<file path="src/rtl/axi_pkg.sv">
// rtl/axi_pkg.sv - shared AXI widths and packed channel payload types
package axi_pkg;

  localparam int ADDR_WIDTH = 32;
  localparam int DATA_WIDTH = 64;
  localparam int ID_WIDTH   = 4;
  localparam int STRB_WIDTH = DATA_WIDTH / 8;

  typedef enum logic [1:0] {
    RESP_OKAY   = 2'b00,
    RESP_EXOKAY = 2'b01,
    RESP_SLVERR = 2'b10,
    RESP_DECERR = 2'b11
  } resp_e;

  typedef struct packed {
    logic [ID_WIDTH-1:0]   id;
    logic [ADDR_WIDTH-1:0] addr;
    logic [7:0]            len;
    logic [2:0]            size;
    logic [1:0]            burst;
  } aw_chan_t;

  typedef struct packed {
    logic [DATA_WIDTH-1:0] data;
    logic [STRB_WIDTH-1:0] strb;
    logic                  last;
  } w_chan_t;

  typedef struct packed {
    logic [ID_WIDTH-1:0] id;
    resp_e               resp;
  } b_chan_t;

  typedef struct packed {
    logic [ID_WIDTH-1:0]   id;
    logic [ADDR_WIDTH-1:0] addr;
    logic [7:0]            len;
    logic [2:0]            size;
    logic [1:0]            burst;
  } ar_chan_t;

  typedef struct packed {
    logic [ID_WIDTH-1:0]   id;
    logic [DATA_WIDTH-1:0] data;
    resp_e                 resp;
    logic                  last;
  } r_chan_t;

endpackage

</file>
<file path="src/rtl/axi_fifo_ram.sv">
// rtl/axi_fifo_ram.sv - FIFO storage: one synchronous write port, one asynchronous read port
module axi_fifo_ram #(
  parameter int DATA_WIDTH = axi_pkg::DATA_WIDTH,
  parameter int FIFO_DEPTH = 8,
  parameter int ADDR_W     = $clog2(FIFO_DEPTH)
) (
  input  logic                  i_clk,
  input  logic                  i_wr_en,
  input  logic [ADDR_W-1:0]     i_wr_addr,
  input  logic [DATA_WIDTH-1:0] i_wr_data,
  input  logic [ADDR_W-1:0]     i_rd_addr,
  output logic [DATA_WIDTH-1:0] o_rd_data
);

  // Contents are deliberately left unreset; valid data is tracked by the controller.
  logic [DATA_WIDTH-1:0] r_mem [FIFO_DEPTH];

  always_ff @(posedge i_clk) begin
    if (i_wr_en) r_mem[i_wr_addr] <= i_wr_data;
  end

  assign o_rd_data = r_mem[i_rd_addr];

endmodule

</file>
<file path="src/rtl/axi_sync_fifo.sv">
// rtl/axi_sync_fifo.sv - single-clock valid/ready FIFO for one AXI channel payload
// Optional high-water mark and stall counter outputs are built when AXI_FIFO_STATS_EN is defined.
module axi_sync_fifo #(
  parameter int DATA_WIDTH   = axi_pkg::DATA_WIDTH,
  parameter int FIFO_DEPTH   = 8,
  parameter int FALL_THROUGH = 0,
  parameter int AF_THRESH    = FIFO_DEPTH - 1
) (
  input  logic                              clk_i,
  input  logic                              rst_ni,
  input  logic                              flush_i,
  input  logic                              s_valid_i,
  output logic                              s_ready_o,
  input  logic [DATA_WIDTH-1:0]             s_data_i,
  output logic                              m_valid_o,
  input  logic                              m_ready_i,
  output logic [DATA_WIDTH-1:0]             m_data_o,
  output logic [$clog2(FIFO_DEPTH+1)-1:0]   count_o,
  output logic                              almost_full_o
`ifdef AXI_FIFO_STATS_EN
  ,
  output logic [$clog2(FIFO_DEPTH+1)-1:0]   max_count_o,
  output logic [15:0]                       stall_cnt_o
`endif
);

  localparam int PTR_W = $clog2(FIFO_DEPTH);
  localparam int CNT_W = $clog2(FIFO_DEPTH + 1);
  localparam logic [CNT_W-1:0] FULL_CNT = CNT_W'(FIFO_DEPTH);
  localparam logic [CNT_W-1:0] AF_CNT   = CNT_W'(AF_THRESH);
  localparam logic             LP_FT    = (FALL_THROUGH != 0);

  logic             r_init;
  logic [PTR_W-1:0] r_wr_ptr;
  logic [PTR_W-1:0] r_rd_ptr;
  logic [CNT_W-1:0] r_count;

  logic                  w_empty, w_full;
  logic                  w_push, w_pop, w_bypass_valid, w_bypass;
  logic                  w_wr_en, w_rd_en;
  logic [DATA_WIDTH-1:0] w_rd_data;

  assign w_empty = (r_count == '0);
  assign w_full  = (r_count == FULL_CNT);

  // Ready never looks at m_ready_i, so a full FIFO refuses a push even while it is popping.
  assign s_ready_o = r_init && !flush_i && !w_full;
  assign w_push    = s_valid_i && s_ready_o;

  assign w_bypass_valid = LP_FT && w_empty && w_push;
  assign m_valid_o      = !flush_i && (!w_empty || w_bypass_valid);
  assign m_data_o       = (LP_FT && w_empty) ? s_data_i : w_rd_data;
  assign w_pop          = m_valid_o && m_ready_i;

  // A bypassed beat goes straight through, leaving pointers and count untouched.
  assign w_bypass = w_bypass_valid && m_ready_i;
  assign w_wr_en  = w_push && !w_bypass;
  assign w_rd_en  = w_pop && !w_bypass;

  always_ff @(posedge clk_i or negedge rst_ni) begin
    if (!rst_ni) begin
      r_init   <= 1'b0;
      r_wr_ptr <= '0;
      r_rd_ptr <= '0;
      r_count  <= '0;
    end else begin
      r_init <= 1'b1;
      if (flush_i) begin
        r_wr_ptr <= '0;
        r_rd_ptr <= '0;
        r_count  <= '0;
      end else begin
        if (w_wr_en) r_wr_ptr <= r_wr_ptr + 1'b1;
        if (w_rd_en) r_rd_ptr <= r_rd_ptr + 1'b1;
        r_count <= r_count + CNT_W'(w_wr_en) - CNT_W'(w_rd_en);
      end
    end
  end

  assign count_o       = r_count;
  assign almost_full_o = (r_count >= AF_CNT);

  axi_fifo_ram #(
    .DATA_WIDTH(DATA_WIDTH),
    .FIFO_DEPTH(FIFO_DEPTH),
    .ADDR_W    (PTR_W)
  ) u_ram (
    .i_clk    (clk_i),
    .i_wr_en  (w_wr_en),
    .i_wr_addr(r_wr_ptr),
    .i_wr_data(s_data_i),
    .i_rd_addr(r_rd_ptr),
    .o_rd_data(w_rd_data)
  );

`ifdef AXI_FIFO_STATS_EN
  logic [CNT_W-1:0] r_max_count;
  logic [15:0]      r_stall_cnt;

  always_ff @(posedge clk_i or negedge rst_ni) begin
    if (!rst_ni) begin
      r_max_count <= '0;
      r_stall_cnt <= '0;
    end else begin
      if (flush_i)                    r_max_count <= '0;
      else if (r_count > r_max_count) r_max_count <= r_count;
      if (s_valid_i && !s_ready_o && (r_stall_cnt != 16'hFFFF))
        r_stall_cnt <= r_stall_cnt + 16'd1;
    end
  end

  assign max_count_o = r_max_count;
  assign stall_cnt_o = r_stall_cnt;
`endif

  a_no_push_full: assert property (@(posedge clk_i) disable iff (!rst_ni) !(w_push && w_full));
  a_no_pop_empty: assert property (@(posedge clk_i) disable iff (!rst_ni) !(w_rd_en && w_empty));
  a_count_range:  assert property (@(posedge clk_i) disable iff (!rst_ni) r_count <= FULL_CNT);

endmodule

</file>
<file path="config.mk">
export PLATFORM = sky130hd
export DESIGN_NAME = axi_sync_fifo
export DESIGN_NICKNAME = d
export VERILOG_FILES = /design/src/rtl/axi_pkg.sv /design/src/rtl/axi_fifo_ram.sv /design/src/rtl/axi_sync_fifo.sv
export SDC_FILE = /design/constraint.sdc
export NUM_CORES = 1
export LEC_CHECK = 0
export ABC_AREA = 1
export CAP_MARGIN = 5
export CORE_UTILIZATION = 64
export DETAILED_ROUTE_END_ITERATION = 10
export PLACE_DENSITY = 0.85
export SYNTH_ARGS = -nofsm -noshare
export SYNTH_HDL_FRONTEND = slang
export SYNTH_HIERARCHICAL = 1
export SYNTH_SLANG_ARGS = --single-unit
export TNS_END_PERCENT = 10
</file>
<file path="constraint.sdc">
create_clock -name clk_i -period 7.7 [get_ports clk_i]
set_clock_uncertainty 0.2 [all_clocks]
set_input_delay 1.54 -clock clk_i [delete_from_list [all_inputs] [get_ports clk_i]]
set_output_delay 1.54 -clock clk_i [all_outputs]
set_load 0.02 [all_outputs]
</file>
==> impl_metrics.tcl <==
set metrics [dict create \
    path_common_cell "nand2_1" \
    synth_fp_nets 2386 \
    leakage_nw 11.88 \
    postCtsResizedCells 0 \
    final.setup.tns_ns 0 \
    postCtsSetupBuffers 0 \
    via_per_inst 5.435 \
    numCtsBuffers 51 \
    syn_area_um2 23050 \
    setup_ws_ns 1.987 \
    min_period_over_period_pct 74.20 \
    setup_viol 0 \
    worst_skew_pair.late_latency_ns 0.60 \
    syn_inst 2307 \
    rows 69 \
    outcome "finished clean" \
    maxCapViolCount 0 \
    path_clk_slew_ns 0.06 \
    drtIter0Drc 1590 \
    crit_start "r_rd_ptr[0]" \
    drive_above_1_share_pct 4.593 \
    cp_data_arrival_time_ns 3.97 \
    post-place-ws_ns 2.762 \
    worstSetupEndpointType "output pin" \
    slowest_delay_ns 0.75 \
    slowest_stage "dfrtp_4" \
    worst_pin_slew_ns 1.162 \
    synth.top_cell.area_share_pct 66.69 \
    period_needed_ns 5.713 \
    dpl.hpwl_um 27360 \
    cts_hold_buf 0 \
    postSynthAreaPerCell_um2 9.993 \
    drv_slew 0 \
    slew_headroom_pct 22.53 \
    cts_tree "built" \
    num_vias 15893 \
    worstPathRequired_ns 5.96 \
    avgRoutedWirePerCell_um 17.75 \
    crit_end "m_data_o[3]" \
    grt_overflow_total 0 \
    ant_nets 0 \
    io_pins 140 \
    reg2reg_setup_slack_ns 4.26 \
    synthTopCellsByArea "edfxtp_1, nand2_1, inv_1" \
    ys_warn_count 6 \
    crit_fanout 109 \
    dieArea_um2 36790 \
    path_class "register to output pin" \
    htree_levels 2 \
    areaGrowthSynthToFinish_pct 14.34 \
    grt_pass1_vias 16275 \
    reg2reg_depth 8 \
    fin_hold_ws_ns 0.3955 \
    cp-start-kind "register" \
    hold_path.class "register to register" \
    rsz0062_at_grt "no" \
    synth_cell_types 23 \
    first_pass_iters 6 \
    antenna_found_initial 2 \
    io_buffer_count 139 \
    core_um2 35480 \
    cts_root_buf "clkbuf_16" \
    final_nets 2498 \
    die_w_um 191.8 \
    yosysTopAreaCell "edfxtp_1" \
    final_cell_mix "nand2_1, inv_1, edfxtp_1, nand3_1, clkdlybuf4s50_1" \
    gp_congestion 0.7971 \
    power_density_nw_per_um2 295.5 \
    clk_path_buf_depth 3 \
    grt_max_degree 129 \
    worstReg2RegEnd "u_ram/r_mem[4][42]" \
    hold_viol_final 0 \
    max_freq_ghz 0.1750 \
    fin_util_pct 74.29 \
    crit_chain "inv_6 > buf_4 > nand2_1 > nand3_1 > nand2_1 > nand2_1 > nand2_1 > clkdlybuf4s50_1" \
    mostFrequentLayoutCell "nand2_1" \
    start_util_pct 64.97 \
    seq_area_frac_synth_pct 67.88 \
    reg2reg_from "count_o[2]" \
    ir_drop_v 0.0003289 \
    grt_usage_pct 28.79 \
    die_h_um 191.8 \
    ys_ff_latch 523 \
    drcViolationCount 0 \
    wl_um 51900 \
    numClockSinks 523 \
    grt_pass1_wl_um 80720 \
]
cell usage after synthesis (all sizes together):
master    n
a21oi     3
buf      89
clkbuf    9
conb      1
dfrtp    11
edfxtp  512
fa        1
ha        9
inv     531
nand2   856
nand3   267
nor2     15
xnor2     1
xor2      2
flip-flops by register name, indices dropped and copies added (netlist names):
| register | count |
|---|---|
| u_ram/r_mem | 512 |
| count_o | 4 |
| r_rd_ptr | 3 |
| r_wr_ptr | 3 |
| r_init | 1 |
how the worst min path moves through the flow:
stage,start,to,slack [ns],cells after the start
finish,r_wr_ptr[1],r_wr_ptr[1],0.40,2
global route,r_wr_ptr[1],r_wr_ptr[1],0.46,2
CTS,r_wr_ptr[1],r_wr_ptr[1],0.39,2
detailed placement,r_wr_ptr[1],r_wr_ptr[1],0.38,2
global placement,r_wr_ptr[1],r_wr_ptr[1],0.37,2
floorplan,r_rd_ptr[0],r_rd_ptr[0],0.32,2
critical path, delay by kind of cell (launching register included):
kind | cells | cell delay (ns)
buf+inv | 3 | 1.91
flops | 1 | 0.75
simple gates | 5 | 0.57
metrics by stage:
step / power (W) / cell area, um^2 / cells
after floorplan: 0.004610 / 23050 / 2307
after global placement: 0.005177 / 24640 / 2827
after detailed placement: 0.005253 / 24640 / 2827
after CTS: 0.007799 / 26350 / 2921
after global routing: 0.008108 / 26360 / 2922
final: 0.007791 / 26360 / 2924
layout make-up:
| type | count | area (um^2) |
|---|---|---|
| flip-flops and latches | 523 | 15660 |
| fillers | 2124 | 9121 |
| multi-input cells | 1155 | 4868 |
| inverters | 531 | 2006 |
| repair buffers | 157 | 1526 |
| clock buffers | 67 | 1398 |
| well taps | 461 | 576.8 |
| clock inverters | 27 | 320.3 |
| diodes | 3 | 7.507 |
power by group:
group	internal [W]	switching (W)
sequential	0.00317	0.0000894
clock	0.00151	0.00105
combinational	0.000694	0.00127
kinds of logic after synthesis:
logic type	share of synthesized area, %
AOI/OAI and AO/OA	0.06511
and+or+nand+nor	20.09
other	0.01627
adders and majority gates	0.5753
xor gates and xnor gates	0.1140
buffers and inverters	11.26
DFF	67.88
metal layers:
| layer | global-route usage, % | share of wire [%] | vias to the layer above | routed length (um) |
|---|---|---|---|---|
| met5 | 0 | 0.021 | - | 11 |
| met4 | 14.26 | 3.9 | 2 | 2001 |
| met3 | 5.427 | 8.0 | 176 | 4132 |
| met2 | 50.69 | 52 | 741 | 26780 |
| met1 | 33.76 | 37 | 7594 | 18970 |
| li1 | - | - | 7380 | - |
Note: power is estimated with default switching activity, not from simulation.
